--- config.mk ---
export PLATFORM = sky130hd
export DESIGN_NAME = apb_port_responder
export DESIGN_NICKNAME = d
export VERILOG_FILES = /design/src/rtl/apb_pkg.sv /design/src/rtl/apb_timeout_cnt.sv /design/src/rtl/apb_port_responder.sv
export SDC_FILE = /design/constraint.sdc
export NUM_CORES = 1
export LEC_CHECK = 0
export BUFFER_PORTS_ARGS = -buffer_cell sky130_fd_sc_hd__buf_2
export CORE_AREA = 2 2 99 101
export CTS_CLUSTER_DIAMETER = 120
export DETAILED_ROUTE_END_ITERATION = 7
export DIE_AREA = 0 0 101 103
export GPL_ROUTABILITY_DRIVEN = 0
export PLACE_DENSITY = 0.8
export RECOVER_POWER = 50
export SETUP_SLACK_MARGIN = 0.15
export SLEW_MARGIN = 20
export SYNTH_ARGS = -nofsm -noshare
export SYNTH_HDL_FRONTEND = slang
export SYNTH_SLANG_ARGS = --single-unit
--- constraint.sdc ---
create_clock -name clk -period 6.3 [get_ports clk]
set_clock_uncertainty 0.15 [all_clocks]
set_input_delay 0.315 -clock clk [delete_from_list [all_inputs] [get_ports clk]]
set_output_delay 0.315 -clock clk [all_outputs]
set_load 0.02 [all_outputs]
--- src/rtl/apb_pkg.sv ---
// rtl/apb_pkg.sv - shared state type, widths and port decode for the APB port responder
package apb_pkg;

  localparam int APB_ADDR_W = 8;
  localparam int APB_DATA_W = 32;
  localparam int APB_NPORT  = 4;

  typedef enum logic [1:0] {
    IDLE = 2'd0,
    REQ  = 2'd1,
    RESP = 2'd2
  } apb_state_t;

  // The two address MSBs pick the peripheral port.
  function automatic logic [1:0] port_decode(input logic [APB_ADDR_W-1:0] addr);
    return addr[APB_ADDR_W-1:APB_ADDR_W-2];
  endfunction

  function automatic logic [APB_NPORT-1:0] port_onehot(input logic [1:0] idx);
    return APB_NPORT'(1) << idx;
  endfunction

endpackage

--- src/rtl/apb_timeout_cnt.sv ---
// rtl/apb_timeout_cnt.sv - saturating wait-cycle counter flagging the last allowed REQ cycle
module apb_timeout_cnt #(
  parameter int TIMEOUT = 15
) (
  input  logic clk,
  input  logic rst,
  input  logic clear,
  input  logic enable,
  output logic expired
);

  localparam logic [7:0] LAST = 8'(TIMEOUT - 1);

  logic [7:0] count;

  always_ff @(posedge clk) begin
    if (rst || clear) begin
      count <= 8'd0;
    end else if (enable && count != 8'hFF) begin
      count <= count + 8'd1;
    end
  end

  assign expired = (count == LAST);

endmodule

--- src/rtl/apb_port_responder.sv ---
// rtl/apb_port_responder.sv - APB completer forwarding each transfer to one of four req/ack ports
module apb_port_responder
  import apb_pkg::*;
#(
  parameter int ADDR_W  = APB_ADDR_W,
  parameter int DATA_W  = APB_DATA_W,
  parameter int NPORT   = APB_NPORT,
  parameter int TIMEOUT = 15
) (
  input  logic                    clk,
  input  logic                    rst,
  input  logic                    psel,
  input  logic                    penable,
  input  logic                    pwrite,
  input  logic [ADDR_W-1:0]       paddr,
  input  logic [DATA_W-1:0]       pwdata,
  output logic [DATA_W-1:0]       prdata,
  output logic                    pready,
  output logic                    pslverr,
  output logic [NPORT-1:0]        port_req,
  output logic                    port_wr,
  output logic [ADDR_W-3:0]       port_addr,
  output logic [DATA_W-1:0]       port_wdata,
  input  logic [NPORT-1:0]        port_ack,
  input  logic [NPORT*DATA_W-1:0] port_rdata
);

  apb_state_t state_q, state_d;
  logic [1:0]        idx_q, idx_d;
  logic [DATA_W-1:0] prdata_d;
  logic              pready_d, pslverr_d;
  logic [NPORT-1:0]  port_req_d;
  logic              port_wr_d;
  logic [ADDR_W-3:0] port_addr_d;
  logic [DATA_W-1:0] port_wdata_d;
  logic              cnt_clear, cnt_enable, cnt_expired;
  logic              ack_sel;
  logic [DATA_W-1:0] rdata_sel;

  apb_timeout_cnt #(
    .TIMEOUT (TIMEOUT)
  ) u_timeout_cnt (
    .clk     (clk),
    .rst     (rst),
    .clear   (cnt_clear),
    .enable  (cnt_enable),
    .expired (cnt_expired)
  );

  // Only the port latched at SETUP is ever listened to.
  always_comb begin
    ack_sel   = port_ack[idx_q];
    rdata_sel = '0;
    for (int i = 0; i < NPORT; i++) begin
      if (idx_q == 2'(i)) begin
        rdata_sel = port_rdata[i*DATA_W +: DATA_W];
      end
    end
  end

  always_ff @(posedge clk) begin
    if (rst) begin
      state_q    <= IDLE;
      idx_q      <= 2'd0;
      prdata     <= '0;
      pready     <= 1'b0;
      pslverr    <= 1'b0;
      port_req   <= '0;
      port_wr    <= 1'b0;
      port_addr  <= '0;
      port_wdata <= '0;
    end else begin
      state_q    <= state_d;
      idx_q      <= idx_d;
      prdata     <= prdata_d;
      pready     <= pready_d;
      pslverr    <= pslverr_d;
      port_req   <= port_req_d;
      port_wr    <= port_wr_d;
      port_addr  <= port_addr_d;
      port_wdata <= port_wdata_d;
    end
  end

  always_comb begin
    state_d      = state_q;
    idx_d        = idx_q;
    prdata_d     = prdata;
    pready_d     = 1'b0;
    pslverr_d    = 1'b0;
    port_req_d   = port_req;
    port_wr_d    = port_wr;
    port_addr_d  = port_addr;
    port_wdata_d = port_wdata;
    cnt_clear    = 1'b0;
    cnt_enable   = 1'b0;

    case (state_q)
      IDLE: begin
        // An ACCESS phase without a preceding SETUP never starts a transfer.
        if (psel && !penable) begin
          idx_d        = port_decode(paddr);
          port_wr_d    = pwrite;
          port_addr_d  = paddr[ADDR_W-3:0];
          port_wdata_d = pwdata;
          port_req_d   = port_onehot(port_decode(paddr));
          cnt_clear    = 1'b1;
          state_d      = REQ;
        end
      end

      REQ: begin
        if (!psel) begin
          port_req_d = '0;
          state_d    = IDLE;
        end else if (ack_sel) begin
          // Ack beats a coincident timeout.
          port_req_d = '0;
          prdata_d   = port_wr ? '0 : rdata_sel;
          pready_d   = 1'b1;
          state_d    = RESP;
        end else if (cnt_expired) begin
          port_req_d = '0;
          prdata_d   = '0;
          pready_d   = 1'b1;
          pslverr_d  = 1'b1;
          state_d    = RESP;
        end else begin
          cnt_enable = 1'b1;
        end
      end

      RESP: begin
        prdata_d = '0;
        state_d  = IDLE;
      end

      default: begin
        port_req_d = '0;
        prdata_d   = '0;
        state_d    = IDLE;
      end
    endcase
  end

endmodule

* Word level (Yosys, flattened, before mapping)
Index checks and enable logic that the tools add are counted.
** Storage, ports and cells
- Input bits :: 177
- RAM bits :: 0
- Bits in read-only memories :: 0
- Flip-flop bits (word level) :: 89
- Latch bits :: 0
- Output and inout bits :: 77
- Memories :: 0
** Cells by class
- Divide/modulo/power cells :: 0
- Shifts and indexed selects :: 1
- Add/subtract/negate cells :: 1
- Magnitude comparators :: 1
- Bitwise operators :: 4
- Multiplexer cells :: 29
- $mul :: 0
- Equal/unequal tests :: 11
- Reduce and logical (&&, ||, !) cells :: 12
** Operators by type and width (number)
- 32-bit two-way mux :: 8
- 32-bit case mux with 2 select lines :: 1
- 4-bit two-way mux :: 4
- 4-bit case mux with 3 select lines :: 1
- 1-bit two-way mux :: 9
- 8-bit by 1-bit adder with 8-bit output (second input constant) :: 1
- 8-bit by 4-bit equality test with 1-bit output (second input constant) :: 1
- 2-bit two-way mux :: 4
- 8-bit inequality test (second input constant) :: 1
- 2-bit equality test (second input constant) :: 3
- 3-bit AND reduction :: 2
- 2-bit by 1-bit equality test with 1-bit output (second input constant) :: 2
- 2-bit zero test :: 2
- 2-bit inequality test (second input constant) :: 2
- 4-bit inequality test (second input constant) :: 1
- 1-bit NOT :: 4
- 2-bit case mux with 2 select lines :: 1
- 2-bit AND reduction :: 2
- 4-bit OR reduction :: 1
- 1-bit by 2-bit left shift with 4-bit output (first input constant) :: 1
- 2-bit by 3-bit less-than comparator with 1-bit output (second input constant) :: 1
- 3-bit inequality test (second input constant) :: 1
- 3-bit OR reduction :: 1
- 1-bit binary-select mux with 2-bit select :: 1
- 3 further kinds :: 4

* Logic depth before layout (Yosys ltp)
Gate-level depths: netlist (run 1).
- Word-level depth :: 9
- Depth in mapped cells :: 6

* Modules after synthesis
A second synthesis (run 1) with hierarchy kept.
** Unflattened totals
- Cell total of the unflattened synthesis :: 418
- Area, all modules :: 4265.3 µm²
** By module, submodules not included
- apb_port_responder :: seq. area each 1621.6 µm², cells an instance 360, area each 3808.7 µm², times used 1
- apb_timeout_cnt :: seq. area each 160.2 µm², cells an instance 58, area each 456.7 µm², times used 1

* Worst setup path before layout (run 1)
Ideal clock, no wire load.
- Path kind :: register to register
- Start :: reg idx_q[0]
- End :: reg prdata[0]
- Library setup time :: 59 ps
- Stages on the path, launching flop included :: 7
- Period minus slack after synthesis :: 2097 ps
- Required time :: 6091 ps
- Arrival time :: 1887 ps
- Path slack :: 4203 ps
- Cell sequence :: dfxtp_1 > buf_6 > mux4_2 > a31o_1 > a311oi_4 > buf_6 > a22o_1
** On the way
- Longest elaborated chain between the ends :: 9
** RTL lines
- start, declared :: RTL line apb_port_responder.sv:29 : logic [1:0] idx_q, idx_d;
- start signal, assigned :: RTL line apb_port_responder.sv:74 : idx_q <= idx_d;
- 2-bit zero test :: RTL line apb_port_responder.sv:55 : if (idx_q == 2'(i)) begin
- 32-bit two-way mux (4 in a row) :: RTL line apb_port_responder.sv:55
- 32-bit two-way mux :: RTL line apb_port_responder.sv:119 : prdata_d = port_wr ? '0 : rdata_sel;
- 32-bit two-way mux :: RTL line apb_port_responder.sv:116 : end else if (ack_sel) begin
- 32-bit two-way mux :: RTL line apb_port_responder.sv:113 : if (!psel) begin
- 32-bit case mux with 2 select lines :: RTL line apb_port_responder.sv:98 : case (state_q)
- end signal, assigned :: RTL line apb_port_responder.sv:75 : prdata <= prdata_d;
- end, declared :: RTL line apb_port_responder.sv:17 : output logic [DATA_W-1:0] prdata,
Several ways; a longest one is shown, not always the timed one. The select of a mux whose other input is x is not followed.
A chain may end at the register's enable or synchronous reset.

* Worst setup path after layout (run 1)
- Start :: reg idx_q[1]
- End :: reg prdata[23]
Same word-level chain as after synthesis.

==> out/metrics.cfg, run 1 <==
[worst_setup_path]
critical_path_required_ns = 6.44
start_kind = register
cp_max_fo = 34
end_kind = register
path_cells = clkbuf_1 > mux4_2 > a31o_1 > a311oi_4 > buf_4 > a22o_1
cpPeakStageDelay_ns = 1.29
crit_slowest_cell = clkbuf_1
cp.buffers_inverters = 2
path_class = reg -> reg
arrival_ns = 3.63
cp_top_family = buffers and inverters

[drt]
ant_nets = 0
dr_total_vias = 3966
wl_mm = 12.2
wire_per_inst_um = 16.7
viasPerCell = 5.40
drc = 0
dr.pass1.iters = 4
drtIter0Drc = 123

[timing]
hold_violations = 0
max_freq_mhz = 286
slew_headroom = -0.212
hold_slack_ns = 0.0371
maxSlewViolCount = 35
min_period_ns = 3.49
tns_ns = 0
tightestPinTransition_ns = 1.82
rsz0062_at_grt = false
period_share = 0.554
finalSetupViolations = 0

[job]
maxCapViolCount = 1

[cells_and_area]
multi_input_area_um2 = 2000
fill_cells = 895
drive_above_1_share = 0.379
regArea_um2 = 1780
fin_util = 0.562
fin_nets = 794
final_cells = 735
syn2layout_area_growth_pct = 35.6

[logic_synthesis]
synth_nets = 558
yosys_warnings = 0
syn_area_um2 = 3920
syn_inst = 379
synth.distinct_cells = 36
syn_area_per_cell_um2 = 10.3
synth-seq-cells = 89
async_flop_share = 0
synth_edf_count = 0
synthFlopType = dfxtp_1
ys_seq_area_frac = 0.454

[die]
chipWidth_um = 101
start_util = 0.415
io-pin-count = 254
die_y_um = 103
die-area_um2 = 10400
core_area_um2 = 9460
rows = 36

[global_routing]
gr-total-overflow = 0
grt_pass1_wl_mm = 18.6
grtUsageTotal = 0.229
grt_pass1_vias = 3917
grt_max_degree = 54
antenna_found_initial = 1

[clock_tree]
cts_tree = done
cts_made_buffers = 9
cts-root-buf = clkbuf_8
cts_setup_buffers = 0
clk_latency_ns = 0.35
htree_levels = 3
clock-sinks = 89
cts.clk_slew.worst_paths_ns = 0.10
cts_resized = 0
hold_buffers = 0
cts_buffer_depth = 2

[outcome]
status = finished with violations
violations = capacitance limit, slew limit

[power]
leakage_nw = 2.12
ir_worst_vdd_uv = 114
powerDensity_nw_per_um2 = 215
power_w = 0.00115

[hold_path]
hold_path_class = in -> reg

[placed_design]
dp.cells = 718
post-dp-hpwl_mm = 9.34
io_buffers = 253

-- power breakdown --
part	switching [W]	internal, W
sequential	0.00000974	0.000579
clock	0.000219	0.000151
combinational	0.0000955	0.0000909
total	0.000325	0.000821
-- stage by stage --
stage	instance area, um2	worst slack [ns]
floorplan	3920	4.20
finish	5320	2.81
CTS	5410	3.53
detailed placement	5230	3.53
global route	5320	2.51
global placement	5230	3.65
-- cell usage after synthesis, types with 2 or more instances --
cell type,count,share of area
a21oi_1,52,0.066
a22o_1,32,0.071
a311oi_1,2,0.0045
and4_1,2,0.0045
buf_1,2,0.0019
buf_6,4,0.011
clkbuf_1,26,0.025
dfxtp_1,89,0.45
ha_1,2,0.0064
inv_1,2,0.0019
mux4_2,33,0.19
nand2_1,84,0.080
nand3_1,6,0.0077
nand4_1,3,0.0048
nor2_1,4,0.0038
nor3_1,4,0.0051
nor4_1,2,0.0032
nor4b_1,2,0.0045
o21ai_0,6,0.0077
o31ai_1,3,0.0057
or3_1,3,0.0048
or4_1,2,0.0038
-- cells in the final DEF (no fill, tap or decap), drive strengths merged --
cell and n:
buf 180, dfxtp 89, clkbuf 87, nand2 84
a21oi 52, mux4 33, a22o 32, nand3 6
o21ai 6, inv 6, nor2 4, nor3 4
or3 3, nand4 3, o31ai 3, a311oi 3
nor4b 2, nor4 2, and4 2, or4 2
ha 2, clkinvlp 2, diode 1, or4b 1
and2 1, nand3b 1, a311o 1, nand2b 1
a31oi 1, and3 1, a31o 1, nor3b 1
o31a 1, o21a 1, or2 1, clkinv 1
-- path summary, 6_finish.rpt --
kind / startpoint / endpoint / slack, ns / depth (start not counted)
max: idx_q[1] / prdata[23] / 2.81 / 6
min: pwdata[5] / port_wdata[5] / 0.04 / 3
max reg2reg: idx_q[1] / prdata[23] / 2.81 / 6
min reg2reg: port_wdata[26] / port_wdata[26] / 0.31 / 2
-- sequential cells by signal, summed over array words and instances (netlist names) --
name and count:
prdata 32, port_wr 1, state_q 2, u_timeout_cnt.count 8, idx_q 2, pslverr 1
port_addr 6, port_wdata 32, port_req 4, pready 1
-- area by class of cell --
class	instances	share of cell area
antenna	1	0.000470
clock buffer	9	0.0233
clock inverter	7	0.0113
inverter	2	0.00141
multi-input combinational	255	0.375
sequential	89	0.335
tap	114	0.0268
timing repair buffer	258	0.226
-- routing by layer --
metal | vias to the layer above | part of all wire | track usage
met5 | - | 0 | 0
met4 | 0 | 0.029 | 0.104
met3 | 27 | 0.081 | 0.0678
met2 | 211 | 0.49 | 0.407
met1 | 1853 | 0.40 | 0.255
li1 | 1875 | - | -
-- cell families after synthesis --
family / count (synthesis) / share of synthesized area
AOI/OAI and AO/OA: 101 / 0.173
DFF: 89 / 0.454
muxes: 33 / 0.190
adders and majority gates: 2 / 0.00638
buffers and inverters: 35 / 0.0415
and+or+nand+nor: 119 / 0.135
-- worst register-to-register path: stages (launching register included) --
cell	delay (ns)
dfxtp_1	0.31
clkbuf_1	1.29
mux4_2	0.54
a31o_1	0.25
a311oi_4	0.29
buf_4	0.38
a22o_1	0.22
Power figures use the tool's default switching activity.
==> run 2, diff against run 1 <==
Settings changed: CORE_AREA 2 2 99 101 to unset, CORE_UTILIZATION set to 38, DIE_AREA 0 0 101 103 to unset, PLACE_DENSITY 0.8 to 0.76.
Clock period 6.3 ns to 3.09 ns, I/O delays scaled along.
==> out/metrics.cfg, run 2 (synthesized netlist as in run 1, its figures left out) <==
[global_routing]
grt_pass1_vias = 4321
grt_max_degree = 45
gr-total-overflow = 0
grtUsageTotal = 0.251
antenna_found_initial = 2
grt_pass1_wl_mm = 21.5

[die]
chipWidth_um = 104
core_area_um2 = 9910
die-area_um2 = 10700
die_y_um = 104
start_util = 0.396
rows = 36
io-pin-count = 254

[cells_and_area]
layout_commonest_cell = buf_2
fill_cells = 859
syn2layout_area_growth_pct = 50.5
fin_nets = 845
fin_util = 0.596
reg_top3 = port_wdata: 32 flops, prdata: 32 flops, u_timeout_cnt.count: 8 flops
drive_above_1_share = 0.355
design_area_um2 = 5900
final_cell_mix = buf_2, dfxtp_1, nand2_1

[timing]
maxSlewViolCount = 0
finalSetupViolations = 0
max_freq_mhz = 430
min_period_ns = 2.33
tightestPinTransition_ns = 0.603
rsz0062_at_grt = false
period_share = 0.753
hold_violations = 0
tns_ns = 0
slew_headroom = 0.595

[clock_tree]
clock-sinks = 89
htree_levels = 3
cts_setup_buffers = 0
cts_tree = done
cts_buffer_depth = 2
cts_made_buffers = 9
cts-root-buf = clkbuf_8
clk_latency_ns = 0.35
cts.clk_slew.worst_paths_ns = 0.09

[worst_setup_path]
critical_path_required_ns = 3.18
path_class = reg -> reg
end_kind = register
cp_max_fo = 16
cp_top_family = simple AND/OR/NAND/NOR gates
start_kind = register
cp_num_cells = 4
path_cells = or4b_2 > nand2_1 > a21oi_1 > dlygate4sd3_1
cp.buffers_inverters = 1
r2r_cells = 4
arrival_ns = 2.42
cpPeakStageDelay_ns = 0.89
crit_slowest_cell = or4b_2

[placed_design]
io_buffers = 253
post-dp-hpwl_mm = 9.38
placed_cell_area_um2 = 5270

[hold_path]
min_delay_path_depth = 2
hold_path_class = in -> reg

[drt]
drtIter0Drc = 271
wire_per_inst_um = 16.5
drc = 0
viasPerCell = 5.23
wl_mm = 13.3
dr_total_vias = 4218
dr.pass1.iters = 4
ant_nets = 0

[job]
maxCapViolCount = 0

[power]
ir_worst_vdd_uv = 236
powerDensity_nw_per_um2 = 440
leakage_nw = 2.37

[outcome]
status = finished, final reports clean

run 2: changes by cell type in the layout (fill, tap and decap cells not counted), moves of 2 or more:
cell	before	now
inv_8	2	0
dlygate4sd3_1	0	48
bufinv_16	0	3
buf_4	4	7
run 2: stage by stage:
stage	total power, W	worst slack (ns)	hold slack [ns]	std cells
CTS	0.00262	0.809	0.0141	804
global placement	0.00160	0.882	0.244	740
floorplan	0.00144	0.994	0.141	379
finish	0.00259	0.763	0.0305	806
global route	0.00271	0.704	0.0571	806
detailed placement	0.00162	0.829	0.250	740
run 2: worst paths after layout:
check | end | start | slack, ns
setup / recovery | port_wdata[2] | state_q[1] | 0.76
hold / removal | pslverr | rst | 0.03
setup reg to reg | port_wdata[2] | state_q[1] | 0.76
hold reg to reg | port_wdata[31] | port_wdata[31] | 0.31
run 2: layout make-up:
type | instances | area (um2) | share of cell area
Timing Repair Buffer | 309 | 1710 | 0.289
Tap cell | 133 | 166 | 0.0282
Antenna cell | 2 | 5.00 | 0.000848
Clock inverter | 6 | 115 | 0.0195
Sequential cell | 89 | 1780 | 0.302
Multi-Input combinational cell | 255 | 1990 | 0.337
Clock buffer | 10 | 128 | 0.0216
Inverter | 2 | 7.51 | 0.00127
run 2: layer usage:
layer  wire [um]  vias to the layer above  track usage
li1            -                     1982            -
met1        5190                     1969        0.294
met2        6610                      231        0.432
met3        1050                       36       0.0566
met4         481                        0        0.122
met5           0                        -            0
run 2: where the power goes:
| group | internal, W | leakage (nW) | switching, W |
|---|---|---|---|
| clock | 0.000542 | 0.117 | 0.000416 |
| combinational | 0.000224 | 1.53 | 0.000210 |
| sequential | 0.00118 | 0.723 | 0.0000208 |
run 2: timing repair:
item / CTS / global route
hold endpoints to repair: 45 / 0
hold buffers: 48 / 0
resized for setup: 0 / 0
